`config.mk`:
```
export PLATFORM = sky130hd
export DESIGN_NAME = cts_sched
export DESIGN_NICKNAME = d
export VERILOG_FILES = /design/src/rtl/cts_pkg.sv /design/src/rtl/cts_sched_fifo.sv /design/src/rtl/cts_sched.sv
export SDC_FILE = /design/constraint.sdc
export NUM_CORES = 1
export LEC_CHECK = 0
export CAP_MARGIN = 15
export CORE_UTILIZATION = 55
export DETAILED_ROUTE_END_ITERATION = 12
export MAX_ROUTING_LAYER = met4
export PLACE_DENSITY = 0.84
export SLEW_MARGIN = 20
export SYNTH_ARGS = -nofsm -noshare
export SYNTH_HDL_FRONTEND = slang
export SYNTH_SLANG_ARGS = --single-unit
```
`constraint.sdc`:
```
create_clock -name clk -period 9.3 [get_ports clk]
set_input_delay 0.93 -clock clk [delete_from_list [all_inputs] [get_ports clk]]
set_output_delay 0.93 -clock clk [all_outputs]
set_load 0.02 [all_outputs]
```
`src/rtl/cts_pkg.sv`:
```
// Shared constants and modular time helper for the cts event scheduler.
package cts_pkg;

    localparam int CTS_TW = 64;

    // Modulo-2^TW difference a - b, read as a signed distance.
    function automatic logic signed [CTS_TW-1:0] cts_sched_diff_t(
        input logic [CTS_TW-1:0] a,
        input logic [CTS_TW-1:0] b
    );
        return signed'(a - b);
    endfunction

endpackage

```
`src/rtl/cts_sched_fifo.sv`:
```
// In-order entry queue for cts_sched; exposes head, tail key and fill level.
module cts_sched_fifo #(
    parameter int DEPTH = 8,
    parameter int W     = 80,
    parameter int KW    = 64
) (
    input  logic                     clk,
    input  logic                     rst,
    input  logic                     flush,
    input  logic                     push,
    input  logic [W-1:0]             wdata,
    input  logic                     pop,
    output logic [W-1:0]             head,
    output logic [KW-1:0]            tail_key,
    output logic [$clog2(DEPTH):0]   level,
    output logic                     full,
    output logic                     empty
);

    localparam int AW = $clog2(DEPTH);
    localparam int LW = AW + 1;

    logic [W-1:0]  mem [DEPTH];
    logic [AW-1:0] wptr;
    logic [AW-1:0] rptr;
    logic [AW-1:0] tptr;
    logic          do_push;
    logic          do_pop;

    assign full     = level == LW'(DEPTH);
    assign empty    = level == '0;
    assign do_push  = push && !full;
    assign do_pop   = pop && !empty;
    assign tptr     = wptr - AW'(1);
    assign head     = mem[rptr];
    // Key occupies the most significant bits of each entry.
    assign tail_key = mem[tptr][W-1 -: KW];

    always_ff @(posedge clk) begin
        if (do_push) begin
            mem[wptr] <= wdata;
        end
    end

    always_ff @(posedge clk or posedge rst) begin
        if (rst) begin
            wptr  <= '0;
            rptr  <= '0;
            level <= '0;
        end else if (flush) begin
            wptr  <= '0;
            rptr  <= '0;
            level <= '0;
        end else begin
            if (do_push) begin
                wptr <= wptr + AW'(1);
            end
            if (do_pop) begin
                rptr <= rptr + AW'(1);
            end
            level <= level + LW'(do_push) - LW'(do_pop);
        end
    end

endmodule

```
`src/rtl/cts_sched.sv`:
```
// Timestamp event scheduler with a two-stage due compare against cts.
// Build option: CTS_SCHED_LATE_DROP_EN drops late events and counts them.
module cts_sched
    import cts_pkg::*;
#(
    parameter int TW    = CTS_TW,
    parameter int GW    = 16,
    parameter int DEPTH = 8
) (
    input  logic                     clk,
    input  logic                     rst,
    input  logic [TW-1:0]            cts,
    input  logic                     s_valid,
    output logic                     s_ready,
    input  logic [TW-1:0]            s_ts,
    input  logic [GW-1:0]            s_tag,
    input  logic                     flush,
    output logic                     evt_valid,
    output logic [GW-1:0]            evt_tag,
    output logic                     evt_late,
    output logic                     evt_miss,
    output logic [15:0]              miss_cnt,
    output logic                     err_order,
    output logic [$clog2(DEPTH):0]   level
);

    typedef struct packed {
        logic [TW-1:0] ts;
        logic [GW-1:0] tag;
    } entry_t;

    entry_t        head;
    entry_t        wr;
    logic [TW-1:0] tail_ts;
    logic          full;
    logic          empty;
    logic [TW-1:0] odiff;
    logic [TW-1:0] diff_n;
    logic [TW-1:0] diff;
    logic          va;
    logic          order_bad;
    logic          push;
    logic          due;
    logic          late;

    assign s_ready   = !rst && !full && !flush;
    assign odiff     = TW'(cts_sched_diff_t(CTS_TW'(s_ts), CTS_TW'(tail_ts)));
    assign diff_n    = TW'(cts_sched_diff_t(CTS_TW'(cts), CTS_TW'(head.ts)));
    assign order_bad = !empty && odiff[TW-1];
    assign push      = s_valid && s_ready && !order_bad;
    assign due       = va && !diff[TW-1] && !flush;
    assign late      = diff != '0;
    assign wr        = '{ts: s_ts, tag: s_tag};

    cts_sched_fifo #(
        .DEPTH (DEPTH),
        .W     (TW + GW),
        .KW    (TW)
    ) u_fifo (
        .clk      (clk),
        .rst      (rst),
        .flush    (flush),
        .push     (push),
        .wdata    (wr),
        .pop      (due),
        .head     (head),
        .tail_key (tail_ts),
        .level    (level),
        .full     (full),
        .empty    (empty)
    );

    // Stage A: va drops for a cycle after every pop so the new head is re-sampled.
    always_ff @(posedge clk or posedge rst) begin
        if (rst) begin
            diff      <= '0;
            va        <= 1'b0;
            evt_tag   <= '0;
            err_order <= 1'b0;
        end else begin
            diff <= diff_n;
            va   <= !empty && !due && !flush;
            if (due) begin
                evt_tag <= head.tag;
            end
            if (flush) begin
                err_order <= 1'b0;
            end else if (s_valid && s_ready && order_bad) begin
                err_order <= 1'b1;
            end
        end
    end

`ifdef CTS_SCHED_LATE_DROP_EN
    always_ff @(posedge clk or posedge rst) begin
        if (rst) begin
            evt_valid <= 1'b0;
            evt_late  <= 1'b0;
            evt_miss  <= 1'b0;
            miss_cnt  <= '0;
        end else begin
            evt_valid <= due && !late;
            evt_late  <= 1'b0;
            evt_miss  <= due && late;
            if (flush) begin
                miss_cnt <= '0;
            end else if (due && late && miss_cnt != 16'hFFFF) begin
                miss_cnt <= miss_cnt + 16'd1;
            end
        end
    end
`else
    always_ff @(posedge clk or posedge rst) begin
        if (rst) begin
            evt_valid <= 1'b0;
            evt_late  <= 1'b0;
        end else begin
            evt_valid <= due;
            evt_late  <= due && late;
        end
    end

    assign evt_miss = 1'b0;
    assign miss_cnt = '0;
`endif

endmodule
```
==> flow_summary_export.csv, run 1 <==
group,metric,value,unit
cells_and_area,final_common_cell,"edfxtp_1",
yosys,syn_inst,2092,
drt,firstDrtPassIters,5,
outcome,status,"complete, no violations",
global_routing,grt_max_degree,99,
clock_tree,cts_max_level,3,
power_and_ir_drop,powerDensity,207,mW/mm^2
cells_and_area,nets,2551,
sta,max_freq,134,MHz
critical_path,cp_data_required_time,9590,ps
yosys,synthAdderAreaFrac,4.79,%
yosys,synth-edff-count,640,
yosys,avgSynthCellArea,17.1,um^2
critical_path,end_kind,"flop",
drt,vias,21700,
flow_run,cap_violations,0,
yosys,synth_top_family_by_area,"multiplexers",
global_routing,antenna_found_initial,10,
floorplanning,std_cell_rows,93,
clock_tree,cts.sinks,734,
yosys,synth_area_leader_cell,"edfxtp_1",
critical_path,startpoint_type,"flop",
placed_design,port_buffers,171,
hold_path,hold_start,"evt_tag[10]",
clock_tree,post_cts_buffers,0,
yosys,syn_area,0.0358,mm^2
hold_path,hp-class,"reg -> reg",
sta,rsz0062_at_grt,"no",
cells_and_area,area_growth,14.5,%
critical_path,cpPeakStageDelay,940,ps
critical_path,rr_worst_depth,16,
clock_tree,clockRootBuffer,"clkbuf_16",
yosys,yosysWarnings,0,
sta,finalHoldViolations,0,
placed_design,gp_congestion,0.940,
power_and_ir_drop,power.switching,0.00227,W
critical_path,worstPathCellList,"inv_2 -> ha_4 -> buf_4 -> mux4_2 -> mux2i_1 -> ha_1 -> a21o_1 -> a21o_1 -> a21oi_1 -> o21ai_0 -> a221oi_1 -> o21a_1 -> o211ai_2 -> nand2b_1 -> nor2_4 -> buf_4",
clock_tree,cts_hold_buf,0,
sta,min_period,7470,ps
sta,setup_viol,0,
clock_tree,insertion_delay,640,ps
hold_path,hold_depth,2,
placed_design,place_hpwl,59.6,mm
drt,drt_iter0_markers,2737,
critical_path,arrival,7760,ps
power_and_ir_drop,combPwrFrac,19.3,%
power_and_ir_drop,irDropWorstVdd,232,uV
drt,wl,93.9,mm
floorplanning,die_y,257,um
yosys,async_flop_share,12.8,%
floorplanning,die_area,0.0661,mm^2
yosys,synth_compound_area_share,5.29,%
critical_path,slowest_stage,"ha_4",
global_routing,grt_pass1_vias,22100,
placed_design,placed_area,0.0385,mm^2
floorplanning,start_util,55.6,%
critical_path,criticalPathCategory,"reg -> reg",
floorplanning,die_x,257,um
floorplanning,core-area,0.0643,mm^2
yosys,synth_top_cell_area_share,53.7,%
sta,fin_setup_tns,0,ps
drt,route.detailed.drc,0,
cells_and_area,nFillCells,4267,
sta,fin_crit_sh,80.3,%
yosys,seq_area_frac_synth,60.3,%
sta,finClkSkew,31.9,ps
power_and_ir_drop,swShare,26.7,%
power_and_ir_drop,p_int,0.00622,W
critical_path,r2r_slack,1830,ps
cells_and_area,layout_common_cells,"edfxtp_1, mux4_2, clkdlybuf4s50_1, mux2i_1, ha_1",
global_routing,grt_util_all_layers,29.2,%
yosys,synth_flop_cell,"edfxtp_1",
clock_tree,cts.path.max_buffers,3,
cells_and_area,finalInstanceArea,0.0410,mm^2
power_and_ir_drop,power_leakage,13.8,nW
yosys,synth_area_leaders,"edfxtp_1, mux4_2, dfrtp_1",
clock_tree,post_cts_resized,0,
critical_path,r2r-start,"u_fifo.wptr[0]",
critical_path,r2r_end,"u_fifo.mem[6][24]",
yosys,synth_seq_cells,734,
sta,drv_slew,0,
yosys,synthSimpleGateAreaFrac,3.94,%
clock_tree,numCtsBuffers,75,
yosys,synthMuxAreaShare,22.2,%
sta,slew_headroom,27.4,%
clock_tree,cts_tree,"done",
critical_path,worstPathMaxFanout,60,
floorplanning,io_pins,189,
hold_path,whs_endpoint,"evt_tag[10]",
yosys,synth_xor_area_share,1.59,%
yosys,netlist-cell-type-count,74,
power_and_ir_drop,p_seq_share,45.6,%
cells_and_area,drive_gt1_share,20.0,%
global_routing,grt.overflow.total,0,
sta,worst_pin_slew,1090,ps
drt,wl_per_cell,29.4,um
drt,viasPerCell,6.79,
global_routing,grt_first_pass_wirelength,139,mm
power_and_ir_drop,clockPowerShare,35.0,%
clock_tree,path_clk_slew,60,ps
drt,drtAntennaViolNets,0,
layout make-up:
cell class | instances | area [um^2] | area share [%]
sequential | 734 | 21600 | 52.7
multi-input combinational | 1217 | 13700 | 33.5
timing repair buffer | 204 | 2040 | 4.98
clock buffer | 93 | 2020 | 4.92
tap | 855 | 1070 | 2.61
clock inverter | 42 | 402 | 0.980
inverter | 35 | 134 | 0.327
antenna | 11 | 27.5 | 0.0672
sequential cells by signal (all words and copies together), names as in the netlist, 3 cells and up:
name,count
u_fifo.wptr,3
diff,64
u_fifo.mem,640
u_fifo.level,4
evt_tag,16
u_fifo.rptr,3
cells in the mapped netlist, drive strengths merged, types with 44 or more instances:
library cell	number
edfxtp	640
mux4	288
mux2i	145
ha	134
a21oi	96
dfrtp	94
nor2	75
nand2	64
clkbuf	63
buf	59
o21ai	47
xnor2	44
critical path: cells and delay by family (launching register included):
kind / cells / cell delay (ps)
adder cells (fa/ha/maj): 2 / 1240
AND/OR/NAND/NOR: 2 / 1350
AO/OA/AOI/OAI: 7 / 1470
buffers and inverters: 3 / 1430
multiplexers: 2 / 640
flip-flops: 1 / 910
how the worst max path moves through the flow:
stage,end,slack [ps],start
after floorplan,u_fifo.mem[5][0],1320,u_fifo.wptr[1]
after global placement,u_fifo.mem[6][39],2120,u_fifo.wptr[0]
after detailed placement,u_fifo.mem[6][39],1840,u_fifo.wptr[0]
after CTS,u_fifo.mem[6][24],1780,u_fifo.wptr[0]
after global routing,u_fifo.mem[6][24],1450,u_fifo.wptr[0]
final,u_fifo.mem[6][24],1830,u_fifo.wptr[0]
per-layer routing:
metal	wire, um	GRT usage, %	share of wire (%)
met1	35600	37.7	38
met3	9200	6.60	9.8
met4	2810	10.5	3.0
met5	0	-	0
met2	46300	45.8	49
metrics by stage:
stage               hold WS, ps  total power, W  utilization [%]  std cells  setup WS, ps
detailed placement          529         0.00555             59.9       3044          1840
global placement            518         0.00550             59.9       3044          2120
floorplan                   556         0.00499                -       2108          1320
finish                      538         0.00849             63.7       3191          1830
CTS                         543         0.00851             63.6       3179          1780
global route                570         0.00878             63.7       3190          1450
kinds of logic (layout without fill, tap and decap cells):
group                      Yosys count  after routing
muxes                              435            435
and+or+nand+nor                    285            285
adders and majority gates          136            136
other                                1             28
buffers and inverters              157            374
DFF                                734            734
AOI/OAI and AO/OA                  280            280
xor gates and xnor gates            64             64
power groups by stage:
stage / Sequential (W) / Clock [W] / Combinational (W)
floorplan: 0.00395 / 0 / 0.00104
global placement: 0.00393 / 0 / 0.00156
detailed placement: 0.00394 / 0 / 0.00161
CTS: 0.00388 / 0.00300 / 0.00163
global route: 0.00390 / 0.00312 / 0.00176
finish: 0.00388 / 0.00298 / 0.00164
(Power assumes the default switching activity.)
==> run 2, diff against run 1 <==
CORE_UTILIZATION = 60   (was 55)
PLACE_DENSITY = 0.87   (was 0.84)
clock period = 7.2 ns   (was 9.3 ns; I/O delays follow)
==> run 2 against run 1 <==
Net effect:
- combinational power is 31% higher
- register-to-register slack lost 960 ps
- worst setup slack got worse by 960 ps
- non-clock buffer count grew 9
- first-iteration DRC count is 10% lower
- cell area hardly changed
- cell count shrank 2.4%
==> flow_summary_export.csv, run 2 (synthesized netlist as in run 1, its figures left out) <==
group,metric,value,unit
global_routing,grt_util_all_layers,32.0,%
sta,fin_crit_sh,88.0,%
power_and_ir_drop,p_seq_share,45.6,%
critical_path,cpPeakStageDelay,730,ps
critical_path,r2r-start,"u_fifo.wptr[1]",
clock_tree,cts.sinks,734,
clock_tree,cts_tree,"done",
sta,drv_slew,0,
floorplanning,start_util,60.7,%
hold_path,hold_depth,2,
drt,drt_iter0_markers,2454,
cells_and_area,drive_gt1_share,20.1,%
floorplanning,die_y,246,um
sta,max_freq,158,MHz
clock_tree,cts_hold_buf,0,
critical_path,startpoint_type,"flop",
sta,rsz0062_at_grt,"no",
power_and_ir_drop,swShare,26.7,%
cells_and_area,top_regs,"u_fifo.mem: 640 flops, diff: 64 flops, evt_tag: 16 flops",
power_and_ir_drop,clockPowerShare,34.8,%
critical_path,worstPathMaxFanout,41,
floorplanning,die_x,246,um
critical_path,r2r_end,"u_fifo.mem[3][61]",
global_routing,grt.overflow.total,0,
hold_path,hold_start,"evt_tag[7]",
critical_path,cp_data_required_time,7480,ps
floorplanning,core-area,0.0590,mm^2
sta,slew_headroom,37.9,%
critical_path,end_kind,"flop",
power_and_ir_drop,p_int,0.00804,W
cells_and_area,layout_common_cells,"edfxtp_1, mux4_2, clkdlybuf4s50_1, mux2i_1, ha_1",
clock_tree,path_clk_slew,60,ps
critical_path,arrival,6620,ps
clock_tree,clockRootBuffer,"clkbuf_16",
sta,setup_viol,0,
placed_design,dp_cells,2972,
critical_path,worstPathCellList,"inv_1 -> ha_4 -> mux4_2 -> mux2i_1 -> ha_1 -> a21o_1 -> a21o_1 -> a221oi_1 -> o211ai_1 -> a211oi_1 -> o21a_1 -> o211ai_2 -> or2_1 -> nor2_4 -> buf_12",
drt,wl,92.1,mm
cells_and_area,final_common_cell,"edfxtp_1",
drt,route.detailed.drc,0,
cells_and_area,largest_register,"u_fifo.mem",
sta,finalHoldViolations,0,
power_and_ir_drop,power_leakage,13.8,nW
clock_tree,post_cts_buffers,0,
hold_path,whs_endpoint,"evt_tag[7]",
global_routing,grt_pass1_vias,22300,
drt,viasPerCell,6.96,
sta,hold_ws,538,ps
sta,worst_pin_slew,932,ps
drt,wl_per_cell,29.6,um
critical_path,cp_num_buf_inv,2,
power_and_ir_drop,power.switching,0.00292,W
critical_path,slowest_stage,"ha_4",
clock_tree,post_cts_resized,0,
global_routing,grt_max_degree,103,
global_routing,grt_first_pass_wirelength,139,mm
drt,firstDrtPassIters,5,
clock_tree,cts_max_level,3,
clock_tree,insertion_delay,620,ps
outcome,status,"complete, no violations",
cells_and_area,largest_reg_flops,640,
critical_path,cp_top_family,"compound AO/OA/AOI/OAI gates",
critical_path,r2r_slack,870,ps
sta,finClkSkew,20.0,ps
drt,vias,21700,
flow_run,cap_violations,0,
hold_path,hp-class,"reg -> reg",
cells_and_area,nets,2560,
critical_path,rr_worst_depth,15,
placed_design,place_hpwl,58.5,mm
floorplanning,std_cell_rows,89,
drt,drtAntennaViolNets,0,
power_and_ir_drop,combPwrFrac,19.6,%
floorplanning,io_pins,189,
power_and_ir_drop,powerDensity,268,mW/mm^2
placed_design,port_buffers,171,
critical_path,timing.critical_path.mode_cell,"a21o_1",
global_routing,antenna_found_initial,6,
power_and_ir_drop,irDropWorstVdd,246,uV
floorplanning,die_area,0.0607,mm^2
cells_and_area,area_growth,14.4,%
sta,min_period,6330,ps
cells_and_area,instances_no_fill,3114,
clock_tree,cts.path.max_buffers,3,
placed_design,gp_congestion,0.947,
clock_tree,numCtsBuffers,75,
critical_path,criticalPathCategory,"reg -> reg",
==> run 2: cell type report <==
cell class / count / area, um^2
Antenna cell: 7 / 17.5
Clock buffer: 100 / 2120
Clock inverter: 35 / 274
Fill cell: 3611 / 18100
Inverter: 35 / 134
Multi-Input combinational cell: 1217 / 13700
Sequential cell: 734 / 21600
Tap cell: 773 / 967
Timing Repair Buffer: 213 / 2160
==> run 2: worst register-to-register path, stage by stage, from the launching register on <==
cell and delay (ps):
dfrtp_1 530, inv_1 140, ha_4 730, mux4_2 440, mux2i_1 180, ha_1 300, a21o_1 180, a21o_1 190
a221oi_1 600, o211ai_1 190, a211oi_1 560, o21a_1 270, o211ai_2 200, or2_1 420, nor2_4 660, buf_12 390
==> run 2: worst max-delay path by stage <==
stage	slack, ps	startpoint	depth (start not counted)	end
floorplan	-780	u_fifo.wptr[1]	17	u_fifo.mem[7][0]
CTS	890	u_fifo.wptr[0]	15	u_fifo.mem[3][61]
detailed placement	950	u_fifo.wptr[1]	15	u_fifo.mem[3][61]
global placement	1120	u_fifo.wptr[1]	15	u_fifo.mem[3][63]
finish	870	u_fifo.wptr[1]	15	u_fifo.mem[3][61]
global route	580	u_fifo.wptr[0]	15	u_fifo.mem[3][61]
==> run 2: metal layers <==
metal / GRT usage (%) / vias to the layer above / share of wire, %
met5: - / - / 0
met4: 12.7 / 0 / 3.8
met3: 6.05 / 212 / 9.8
met2: 49.6 / 1426 / 49
met1: 42.3 / 11100 / 38
li1: - / 8939 / -
==> run 2: power groups by stage <==
| stage | sequential (W) | combinational (W) | clock (W) |
|---|---|---|---|
| final | 0.00500 | 0.00215 | 0.00381 |
| after CTS | 0.00500 | 0.00214 | 0.00385 |
| after detailed placement | 0.00508 | 0.00210 | 0 |
| after floorplan | 0.00511 | 0.00134 | 0 |
| after global routing | 0.00502 | 0.00231 | 0.00401 |
| after global placement | 0.00507 | 0.00204 | 0 |
==> run 2: metrics by stage <==
step	cell area [um^2]	utilization [%]	setup slack, ps	total power [W]	TNS (ps)
finish	41000	69.4	867	0.0110	0
global placement	38600	65.3	1120	0.00711	0
floorplan	35900	-	-781	0.00645	-380460
global route	41000	69.4	577	0.0113	0
CTS	40900	69.4	892	0.0110	0
detailed placement	38600	65.3	947	0.00718	0
==> run 3, diff against run 2 <==
PLACE_DENSITY = 0.81   (was 0.87)
==> run 3 against run 2 <==
Net effect:
- clock skew is 4.0 ps higher
- critical path depth is 1 higher
- maximum frequency is 2.3% lower
- total power hardly changed
- die area stayed put
- cell area hardly changed
- register-to-register slack worse by 150 ps
- critical endpoint is now u_fifo.mem[7][50]
==> flow_summary_export.csv, run 3 (synthesized netlist as in run 1, its figures left out) <==
group,metric,value,unit
sta,slew_headroom,32.1,%
power_and_ir_drop,powerDensity,268,mW/mm^2
critical_path,end_kind,"flop",
critical_path,arrival,6760,ps
clock_tree,cts_max_level,3,
power_and_ir_drop,p_int,0.00800,W
clock_tree,numCtsBuffers,76,
sta,setup_viol,0,
sta,fin_crit_sh,90.0,%
floorplanning,core-area,0.0590,mm^2
cells_and_area,top_regs,"u_fifo.mem: 640 flops, diff: 64 flops, evt_tag: 16 flops",
cells_and_area,final_common_cell,"edfxtp_1",
placed_design,placed_area,0.0385,mm^2
floorplanning,die_area,0.0607,mm^2
cells_and_area,layout_common_cells,"edfxtp_1, mux4_2, clkdlybuf4s50_1, mux2i_1, ha_1",
global_routing,grt.overflow.total,0,
global_routing,grt_max_degree,80,
cells_and_area,nets,2556,
clock_tree,post_cts_buffers,0,
sta,worst_pin_slew,1020,ps
clock_tree,cts.path.max_buffers,3,
clock_tree,cts_hold_buf,0,
placed_design,dp_cells,2966,
power_and_ir_drop,totalPowerFinal,0.0110,W
global_routing,grt_pass1_vias,21900,
clock_tree,clockRootBuffer,"clkbuf_16",
critical_path,startpoint_type,"flop",
sta,finClkSkew,24.0,ps
cells_and_area,nFillCells,3712,
critical_path,crit_path_end,"u_fifo.mem[7][50]",
critical_path,criticalPathCategory,"reg -> reg",
global_routing,grt_util_all_layers,31.7,%
drt,wl_per_cell,29.2,um
placed_design,place_hpwl,58.3,mm
critical_path,r2r_end,"u_fifo.mem[7][50]",
critical_path,cp-startpoint,"u_fifo.wptr[1]",
power_and_ir_drop,power_leakage,13.8,nW
cells_and_area,largest_reg_flops,640,
clock_tree,path_clk_slew,60,ps
clock_tree,insertion_delay,640,ps
drt,viasPerCell,6.95,
clock_tree,cts_tree,"done",
critical_path,slowest_stage,"a211oi_1",
floorplanning,start_util,60.7,%
sta,max_freq,154,MHz
drt,drt_iter0_markers,2303,
critical_path,worstPathMaxFanout,79,
power_and_ir_drop,p_seq_share,45.6,%
floorplanning,die_y,246,um
drt,wl,90.9,mm
floorplanning,std_cell_rows,89,
cells_and_area,drive_gt1_share,20.2,%
drt,route.detailed.drc,0,
drt,firstDrtPassIters,5,
critical_path,cp_data_required_time,7480,ps
cells_and_area,largest_register,"u_fifo.mem",
cells_and_area,instances_no_fill,3115,
outcome,status,"complete, no violations",
power_and_ir_drop,clockPowerShare,35.0,%
hold_path,hp-class,"in -> async",
power_and_ir_drop,irDropWorstVdd,379,uV
cells_and_area,utilization,69.4,%
drt,vias,21600,
power_and_ir_drop,power.switching,0.00296,W
clock_tree,cts.sinks,734,
critical_path,r2r_slack,720,ps
critical_path,cpPeakStageDelay,680,ps
sta,rsz0062_at_grt,"no",
global_routing,grt_first_pass_wirelength,137,mm
flow_run,cap_violations,0,
critical_path,r2r-start,"u_fifo.wptr[1]",
floorplanning,die_x,246,um
cells_and_area,finalInstanceArea,0.0410,mm^2
cells_and_area,area_growth,14.4,%
critical_path,rr_worst_depth,16,
clock_tree,post_cts_resized,0,
placed_design,gp_congestion,0.932,
floorplanning,io_pins,189,
sta,drv_slew,0,
power_and_ir_drop,combPwrFrac,19.4,%
global_routing,antenna_found_initial,9,
drt,drtAntennaViolNets,0,
critical_path,worstPathCellList,"inv_1 -> ha_4 -> buf_12 -> mux4_2 -> mux2i_1 -> ha_1 -> nand3_1 -> nor2_1 -> o41ai_1 -> a21oi_1 -> a211oi_1 -> o21a_1 -> o211ai_2 -> or2_1 -> nor2_4 -> buf_4",
sta,finalHoldViolations,0,
power_and_ir_drop,swShare,27.0,%
placed_design,port_buffers,171,
sta,min_period,6480,ps
run 3: worst min path at each step:
stage	start	to	depth (start not counted)
6_report	rst	err_order	2
5_1_grt	rst	err_order	2
4_1_cts	rst	err_order	2
3_5_place_dp	evt_tag[2]	evt_tag[2]	2
3_3_place_gp	evt_tag[6]	evt_tag[6]	2
2_1_floorplan	diff[45]	evt_late	4
run 3: stage by stage:
| step | setup WS (ps) | setup TNS (ps) | hold slack (ps) |
|---|---|---|---|
| 6_report | 717 | 0 | 434 |
| 3_5_place_dp | 745 | 0 | 528 |
| 4_1_cts | 711 | 0 | 431 |
| 3_3_place_gp | 848 | 0 | 516 |
| 2_1_floorplan | -781 | -380460 | 556 |
| 5_1_grt | 363 | 0 | 460 |
run 3: layer usage:
layer  global-route usage (%)  vias up  part of all wire (%)
li1                         -     8959                     -
met1                     42.8    11200                    39
met2                     49.5     1313                    49
met3                     6.20      171                   9.4
met4                     9.19        0                   2.5
met5                        -        -                     0
run 3: cell type report:
cell class              count  area [um^2]  area share (%)
diodes                      9         22.5          0.0550
well taps                 773          967            2.36
clock inverters            41          407           0.993
clock buffers              98         2000            4.89
multi-input cells        1217        13700            33.5
repair buffers            208         2120            5.18
flip-flops and latches    734        21600            52.7
inverters                  35          134           0.327
run 3: critical path, delay by kind of cell, from the launching register on:
kind | cells | cell delay, ps
DFF | 1 | 550
buffers and inverters | 3 | 1110
adders and majority gates | 2 | 920
AOI/OAI and AO/OA | 5 | 1720
muxes | 2 | 600
and+or+nand+nor | 4 | 1090
run 3: power by group through the flow:
| stage | Clock (W) | Sequential (W) | Combinational, W |
|---|---|---|---|
| 2_1_floorplan | 0 | 0.00511 | 0.00134 |
| 3_3_place_gp | 0 | 0.00506 | 0.00205 |
| 3_5_place_dp | 0 | 0.00508 | 0.00210 |
| 4_1_cts | 0.00387 | 0.00499 | 0.00212 |
| 5_1_grt | 0.00402 | 0.00501 | 0.00229 |
| 6_report | 0.00384 | 0.00499 | 0.00212 |
